===== src/rtl/magic_buttons_pkg.sv =====
// Shared types and helpers for the MAGIC button front-end.
package magic_buttons_pkg;

  localparam int FRAME_CNT_W = 6;

  typedef enum logic [2:0] {
    BS_ARM    = 3'd0,
    BS_IDLE   = 3'd1,
    BS_PRESS1 = 3'd2,
    BS_WAIT2  = 3'd3,
    BS_PRESS2 = 3'd4,
    BS_LONG   = 3'd5
  } btn_state_t;

  function automatic logic [FRAME_CNT_W-1:0] frame_cnt_inc(input logic [FRAME_CNT_W-1:0] cnt);
    if (cnt == {FRAME_CNT_W{1'b1}}) begin
      return cnt;
    end else begin
      return cnt + {{(FRAME_CNT_W-1){1'b0}}, 1'b1};
    end
  endfunction

endpackage


===== src/rtl/magic_buttons_if.sv =====
// Button/hotkey inputs and classified request outputs of the MAGIC front-end.
interface magic_buttons_if;
  logic button_n;
  logic kbd_magic;
  logic kbd_pause;
  logic kbd_ff;
  logic magic_button;
  logic pause_button;
  logic fastforward_button;

  modport master (
    output button_n, kbd_magic, kbd_pause, kbd_ff,
    input  magic_button, pause_button, fastforward_button
  );

  modport slave (
    input  button_n, kbd_magic, kbd_pause, kbd_ff,
    output magic_button, pause_button, fastforward_button
  );
endinterface


===== src/rtl/magic_buttons_debounce.sv =====
// Synchroniser plus ck35-timed debouncer for one active-low push button.
module magic_buttons_debounce #(
  parameter int TICKS = 17500
) (
  input  logic clk28,
  input  logic rst_n,
  input  logic ck35,
  input  logic raw,
  output logic level,
  output logic stable
);

  localparam logic [14:0] TICK_LAST = 15'(TICKS - 1);

  logic [1:0]  sync_r;
  logic [1:0]  ready_r;
  logic [14:0] cnt_r;
  logic        level_r;

  // Two-flop synchroniser; ready_r marks when the pipe holds real samples.
  always_ff @(posedge clk28 or negedge rst_n) begin
    if (!rst_n) begin
      sync_r  <= 2'b11;
      ready_r <= 2'b00;
    end else begin
      sync_r  <= {sync_r[0], raw};
      ready_r <= {ready_r[0], 1'b1};
    end
  end

  // Accept a new level only after it has disagreed for TICKS ck35 ticks in a row.
  always_ff @(posedge clk28 or negedge rst_n) begin
    if (!rst_n) begin
      cnt_r   <= 15'd0;
      level_r <= 1'b1;
    end else if (sync_r[1] == level_r) begin
      cnt_r <= 15'd0;
    end else if (ck35) begin
      if (cnt_r == TICK_LAST) begin
        level_r <= sync_r[1];
        cnt_r   <= 15'd0;
      end else begin
        cnt_r <= cnt_r + 15'd1;
      end
    end
  end

  assign level  = level_r;
  assign stable = ready_r[1] && (sync_r[1] == level_r);

endmodule


===== src/rtl/magic_buttons.sv =====
// MAGIC button classifier: short -> magic, double short -> pause, long hold -> fast-forward.
module magic_buttons
  import magic_buttons_pkg::*;
#(
  parameter int DEBOUNCE_TICKS = 17500,
  parameter int LONG_FRAMES    = 25,
  parameter int DOUBLE_FRAMES  = 15
) (
  input  logic           clk28,
  input  logic           rst_n,
  input  logic           ck35,
  input  logic           n_int,
  input  logic           n_int_next,
  magic_buttons_if.slave btn
);

  localparam logic [FRAME_CNT_W-1:0] LONG_CNT   = FRAME_CNT_W'(LONG_FRAMES);
  localparam logic [FRAME_CNT_W-1:0] DOUBLE_CNT = FRAME_CNT_W'(DOUBLE_FRAMES);

  btn_state_t             state_r;
  btn_state_t             state_s;
  logic [FRAME_CNT_W-1:0] frame_cnt_r;
  logic                   level_s;
  logic                   stable_s;
  logic                   pressed_s;
  logic                   frame_edge_s;
  logic                   timing_s;
  logic                   magic_ev_s;
  logic                   pause_ev_s;
  logic                   magic_r;
  logic                   pause_r;
  logic                   ff_r;

  magic_buttons_debounce #(.TICKS(DEBOUNCE_TICKS)) u_debounce (
    .clk28  (clk28),
    .rst_n  (rst_n),
    .ck35   (ck35),
    .raw    (btn.button_n),
    .level  (level_s),
    .stable (stable_s)
  );

  assign pressed_s    = ~level_s;
  assign frame_edge_s = n_int & ~n_int_next;
  assign timing_s     = state_r inside {BS_PRESS1, BS_WAIT2, BS_PRESS2};

  // State register.
  always_ff @(posedge clk28 or negedge rst_n) begin
    if (!rst_n) begin
      state_r <= BS_ARM;
    end else begin
      state_r <= state_s;
    end
  end

  // Next state and one-cycle request events.
  always_comb begin
    state_s    = state_r;
    magic_ev_s = 1'b0;
    pause_ev_s = 1'b0;
    case (state_r)
      BS_ARM: begin
        // only trust "released" once the synchroniser holds real samples
        if (stable_s && !pressed_s) state_s = BS_IDLE;
        else                        state_s = BS_ARM;
      end
      BS_IDLE: begin
        if (pressed_s) state_s = BS_PRESS1;
        else           state_s = BS_IDLE;
      end
      BS_PRESS1: begin
        if (frame_cnt_r == LONG_CNT) state_s = BS_LONG;
        else if (!pressed_s)         state_s = BS_WAIT2;
        else                         state_s = BS_PRESS1;
      end
      BS_WAIT2: begin
        if (pressed_s) begin
          state_s = BS_PRESS2;
        end else if (frame_cnt_r == DOUBLE_CNT) begin
          state_s    = BS_IDLE;
          magic_ev_s = 1'b1;
        end else begin
          state_s = BS_WAIT2;
        end
      end
      BS_PRESS2: begin
        if (!pressed_s) begin
          state_s    = BS_IDLE;
          pause_ev_s = 1'b1;
        end else if (frame_cnt_r == LONG_CNT) begin
          state_s    = BS_LONG;
          pause_ev_s = 1'b1;
        end else begin
          state_s = BS_PRESS2;
        end
      end
      BS_LONG: begin
        if (!pressed_s) state_s = BS_IDLE;
        else            state_s = BS_LONG;
      end
      default: state_s = BS_ARM;
    endcase
  end

  // Frame counter: restarts on every state change, advances on frame edges in timing states.
  always_ff @(posedge clk28 or negedge rst_n) begin
    if (!rst_n) begin
      frame_cnt_r <= {FRAME_CNT_W{1'b0}};
    end else if (state_s != state_r) begin
      frame_cnt_r <= {FRAME_CNT_W{1'b0}};
    end else if (frame_edge_s && timing_s) begin
      frame_cnt_r <= frame_cnt_inc(frame_cnt_r);
    end
  end

  // Request latches: set wins over the frame-edge clear, so a re-trigger is never lost.
  always_ff @(posedge clk28 or negedge rst_n) begin
    if (!rst_n) begin
      magic_r <= 1'b0;
      pause_r <= 1'b0;
      ff_r    <= 1'b0;
    end else begin
      magic_r <= magic_ev_s | btn.kbd_magic | (magic_r & ~frame_edge_s);
      pause_r <= pause_ev_s | btn.kbd_pause | (pause_r & ~frame_edge_s);
      ff_r    <= ((state_r == BS_LONG) && pressed_s) | btn.kbd_ff;
    end
  end

  assign btn.magic_button       = magic_r;
  assign btn.pause_button       = pause_r;
  assign btn.fastforward_button = ff_r;

endmodule

===== src/flat_wrapper.sv =====
// flat-port wrapper written by rule: the top's interface ports become plain ports
module magic_buttons_flat import magic_buttons_pkg::*;
#(
  parameter int DEBOUNCE_TICKS = 17500,
  parameter int LONG_FRAMES    = 25,
  parameter int DOUBLE_FRAMES  = 15
)
  (clk28, rst_n, ck35, n_int, n_int_next, btn_button_n, btn_kbd_magic, btn_kbd_pause, btn_kbd_ff, btn_magic_button, btn_pause_button, btn_fastforward_button);
  magic_buttons_if btn_i ();
  input  logic clk28;
  input  logic rst_n;
  input  logic ck35;
  input  logic n_int;
  input  logic n_int_next;
  input wire logic [$bits(btn_i.button_n)-1:0] btn_button_n;
  input wire logic [$bits(btn_i.kbd_magic)-1:0] btn_kbd_magic;
  input wire logic [$bits(btn_i.kbd_pause)-1:0] btn_kbd_pause;
  input wire logic [$bits(btn_i.kbd_ff)-1:0] btn_kbd_ff;
  output wire logic [$bits(btn_i.magic_button)-1:0] btn_magic_button;
  output wire logic [$bits(btn_i.pause_button)-1:0] btn_pause_button;
  output wire logic [$bits(btn_i.fastforward_button)-1:0] btn_fastforward_button;
  assign btn_i.button_n = btn_button_n;
  assign btn_i.kbd_magic = btn_kbd_magic;
  assign btn_i.kbd_pause = btn_kbd_pause;
  assign btn_i.kbd_ff = btn_kbd_ff;
  assign btn_magic_button = btn_i.magic_button;
  assign btn_pause_button = btn_i.pause_button;
  assign btn_fastforward_button = btn_i.fastforward_button;
  magic_buttons #(.DEBOUNCE_TICKS(DEBOUNCE_TICKS), .LONG_FRAMES(LONG_FRAMES), .DOUBLE_FRAMES(DOUBLE_FRAMES)) u_core (.clk28(clk28), .rst_n(rst_n), .ck35(ck35), .n_int(n_int), .n_int_next(n_int_next), .btn(btn_i));
endmodule

===== config.mk =====
export PLATFORM = sky130hd
export DESIGN_NAME = magic_buttons_flat
export DESIGN_NICKNAME = d
export VERILOG_FILES = /design/src/rtl/magic_buttons_pkg.sv /design/src/rtl/magic_buttons_if.sv /design/src/rtl/magic_buttons_debounce.sv /design/src/rtl/magic_buttons.sv /design/src/flat_wrapper.sv
export SDC_FILE = /design/constraint.sdc
export NUM_CORES = 1
export LEC_CHECK = 0
export ABC_AREA = 1
export BUFFER_PORTS_ARGS = -buffer_cell sky130_fd_sc_hd__buf_4
export CORE_ASPECT_RATIO = 0.7
export CORE_UTILIZATION = 50
export CTS_CLUSTER_DIAMETER = 50
export DETAILED_ROUTE_END_ITERATION = 8
export GPL_ROUTABILITY_DRIVEN = 0
export PLACE_DENSITY = 0.65
export SLEW_MARGIN = 20
export SYNTH_ARGS = -nofsm -noshare
export SYNTH_HDL_FRONTEND = slang
export SYNTH_SLANG_ARGS = --single-unit

===== constraint.sdc =====
create_clock -name clk28 -period 4.2 [get_ports clk28]
set_input_delay 0.84 -clock clk28 [delete_from_list [all_inputs] [get_ports clk28]]
set_output_delay 0.84 -clock clk28 [all_outputs]
set_load 0.01 [all_outputs]

==> out/qor.yml <==
outcome: "completed"
crit_required_ns: 4.37
multi_input_area_um2: 998
chipHeight_um: 54.1
crit_fanout: 5
skew_ns: 0.00493
syn_area_per_cell_um2: 8.10
yosys.area.top_type: "dfrtp_1"
drc: 0
critPathLaunchType: "flip-flop"
rows: 18
grt_pass1_wl_um: 6290
cts_max_level: 2
layout-drive-gt1-share_pct: 25.0
cts_resized: 0
peakVddDrop_uv: 225
cts.reportedPaths.clkPinSlew_ns: 0.07
cts_buffers: 5
p_int_uw: 457
grt_setup_unrepaired: "false"
antenna_found_initial: 0
gr-usage-all-layers_pct: 20.2
wl_per_cell_um: 12.2
drt-initial-drc-count: 115
yosysTopAreaCellShare_pct: 37.5
r2r_slack_ns: 2.56
seq_power_share_pct: 53.9
pwr-share-comb_pct: 5.4
numPortBuffers: 11
grt_pass1_vias: 1284
min_path_cells: 0
min_delay_worst_endpoint: "u_core.u_debounce.sync_r[1]"
drtAntennaViolNets: 0
layout.area.seq_um2: 805
clkPwrFrac_pct: 40.7
nNetsFinal: 267
grt_max_degree: 33
crit_arrival_ns: 1.80
hp-class: "reg2reg"
cts-hold-fix-buffers: 0
sw_frac_of_total_pct: 22.6
synth-edff-count: 0
fmax_ghz: 0.611
slew_violations: 0
avgViaCountPerCell: 5.04
dr.pass1.iters: 4
die_area_um2: 4130
post_cts_buffers: 0
p_leak_uw: 0.000965
min-delay-start: "u_core.u_debounce.sync_r[0]"
hold_viol: 0
synthCells: 239
slowest_delay_ns: 0.41
switchingPower_uw: 133
place_ws_ns: 2.41
setup_tns_ns: 0
path_cells: "ha_1 > nand2_1 > nor2_4 > nand3_2 > nor3_2 > inv_1 > nor2_1 > o21ai_1"
clock_path_buffers: 2
final_cell_mix: "nand2_1 (53), dfrtp_1 (29), inv_1 (24)"
initial_core_util_pct: 53.7
ys.flop_type: "dfrtp_1"
synth_seq_cells: 32
endpoint_kind: "flip-flop"
vias: 1542
antennaDiodeCount: 0
period_minus_slack_ns: 1.64
final_common_cell: "nand2_1"
synthArstFlopShare_pct: 100
power_density_nw_per_um2: 273
grt_overflow: 0
ys_seq_area_share_pct: 41.6
clock_sink_count: 32
synthTopCellsByArea: "dfrtp_1 (37%), nand2_1 (10%), nand3_1 (5.7%), inv_1 (4.7%), dfstp_2 (4.1%)"
syn_nets: 251
ys_warn_count: 0
path_class: "reg2reg"
dp_hpwl_um: 2890
rr_endpoint: "u_core.u_debounce.cnt_r[12]"
ys_types: 35
fin_ws_ns: 2.56
finalCritPeriodShare_pct: 39.0
clk_latency_ns: 0.28
slowest_stage: "dfrtp_1"
r2r-start: "u_core.u_debounce.cnt_r[0]"
cap_viol_max_count: 0
cts_tree: "done"
core-area_um2: 3600
dieWidth_um: 76.4
postRouteWirelength_um: 3740
fill_cells: 327
ios: 12
netlist_area_um2: 1940
ff2ff_path_depth: 8
cts_root_buf: "clkbuf_8"
setup_viol_count_final: 0
area_delta_synth_final_pct: 11.6
-- metrics by stage --
stage | total power [µW] | std cells | utilization (%) | hold WS [ns] | instance area, µm²
floorplan | 337 | 239 | - | 0.331 | 1940
finish | 591 | 306 | 60.0 | 0.351 | 2160
global placement | 357 | 298 | 57.4 | 0.335 | 2070
detailed placement | 357 | 298 | 57.4 | 0.340 | 2070
global route | 616 | 306 | 60.0 | 0.359 | 2160
CTS | 600 | 306 | 60.0 | 0.355 | 2160
-- per-layer routing --
metal	up-vias	GRT usage, %	wire (µm)
met1	697	34.0	2240
met3	2	5.25	186
met4	0	4.81	14
li1	812	-	-
met5	-	0	0
met2	31	23.6	1300
-- cells by family (layout without fill, tap and decap cells) --
group	count (synthesis)	count (layout)	share of synthesized area (%)
simple gates	133	133	36.3
buf+inv	34	51	6.85
flops	32	32	41.6
compound gates	29	29	8.99
xor+xnor	7	7	4.14
fa+ha+maj	3	3	1.94
other cells	1	1	0.194
-- power groups by stage --
stage / registers, µW / logic, µW / clock network [µW]
6_report: 318 / 31.9 / 240
5_1_grt: 319 / 36.4 / 261
4_1_cts: 318 / 33.0 / 249
3_5_place_dp: 324 / 32.8 / 0
3_3_place_gp: 324 / 32.8 / 0
2_1_floorplan: 324 / 12.5 / 0
-- synth_stat cells (all sizes together) (2+ instances only) --
cell type and number:
a31o 2, buf 2, inv 32, a21oi 4, ha 3, nor3 3, nor2 33, xor2 6
o21bai 2, dfrtp 29, nand4 9, nand3 27, o22ai 5, nand2 59, dfstp 3, o21ai 15
-- registers in the layout (all words and copies together) (netlist names) --
| signal | cells |
|---|---|
| u_core.u_debounce.ready_r | 2 |
| u_core.btn.fastforward_button | 1 |
| u_core.btn.pause_button | 1 |
| u_core.u_debounce.cnt_r | 15 |
| u_core.state_r | 3 |
| u_core.btn.magic_button | 1 |
| u_core.u_debounce.level | 1 |
| u_core.u_debounce.sync_r | 2 |
| u_core.frame_cnt_r | 6 |
-- critical path: cells and delay by family (launching register included) --
kind,cells,cell delay [ns]
flops,1,0.41
fa+ha+maj,1,0.24
simple gates,5,0.71
buf+inv,1,0.09
compound gates,1,0.07
-- worst max path at each step --
| stage | end | slack [ns] | startpoint |
|---|---|---|---|
| final | u_core.u_debounce.cnt_r[12] | 2.56 | u_core.u_debounce.cnt_r[0] |
| after global routing | u_core.u_debounce.cnt_r[12] | 2.39 | u_core.u_debounce.cnt_r[0] |
| after CTS | btn_magic_button | 2.55 | u_core.btn.magic_button |
| after detailed placement | u_core.frame_cnt_r[3] | 2.41 | n_int_next |
| after global placement | u_core.frame_cnt_r[3] | 2.42 | n_int_next |
| after floorplan | u_core.frame_cnt_r[3] | 2.56 | n_int |
-- cell type report --
class	instances	share of cell area, %
clock inverter	2	0.463
tap	50	2.90
sequential	32	37.2
multi-input combinational	173	46.2
inverter	32	5.56
clock buffer	6	3.82
timing repair buffer	11	3.82
(Power assumes the default switching activity.)
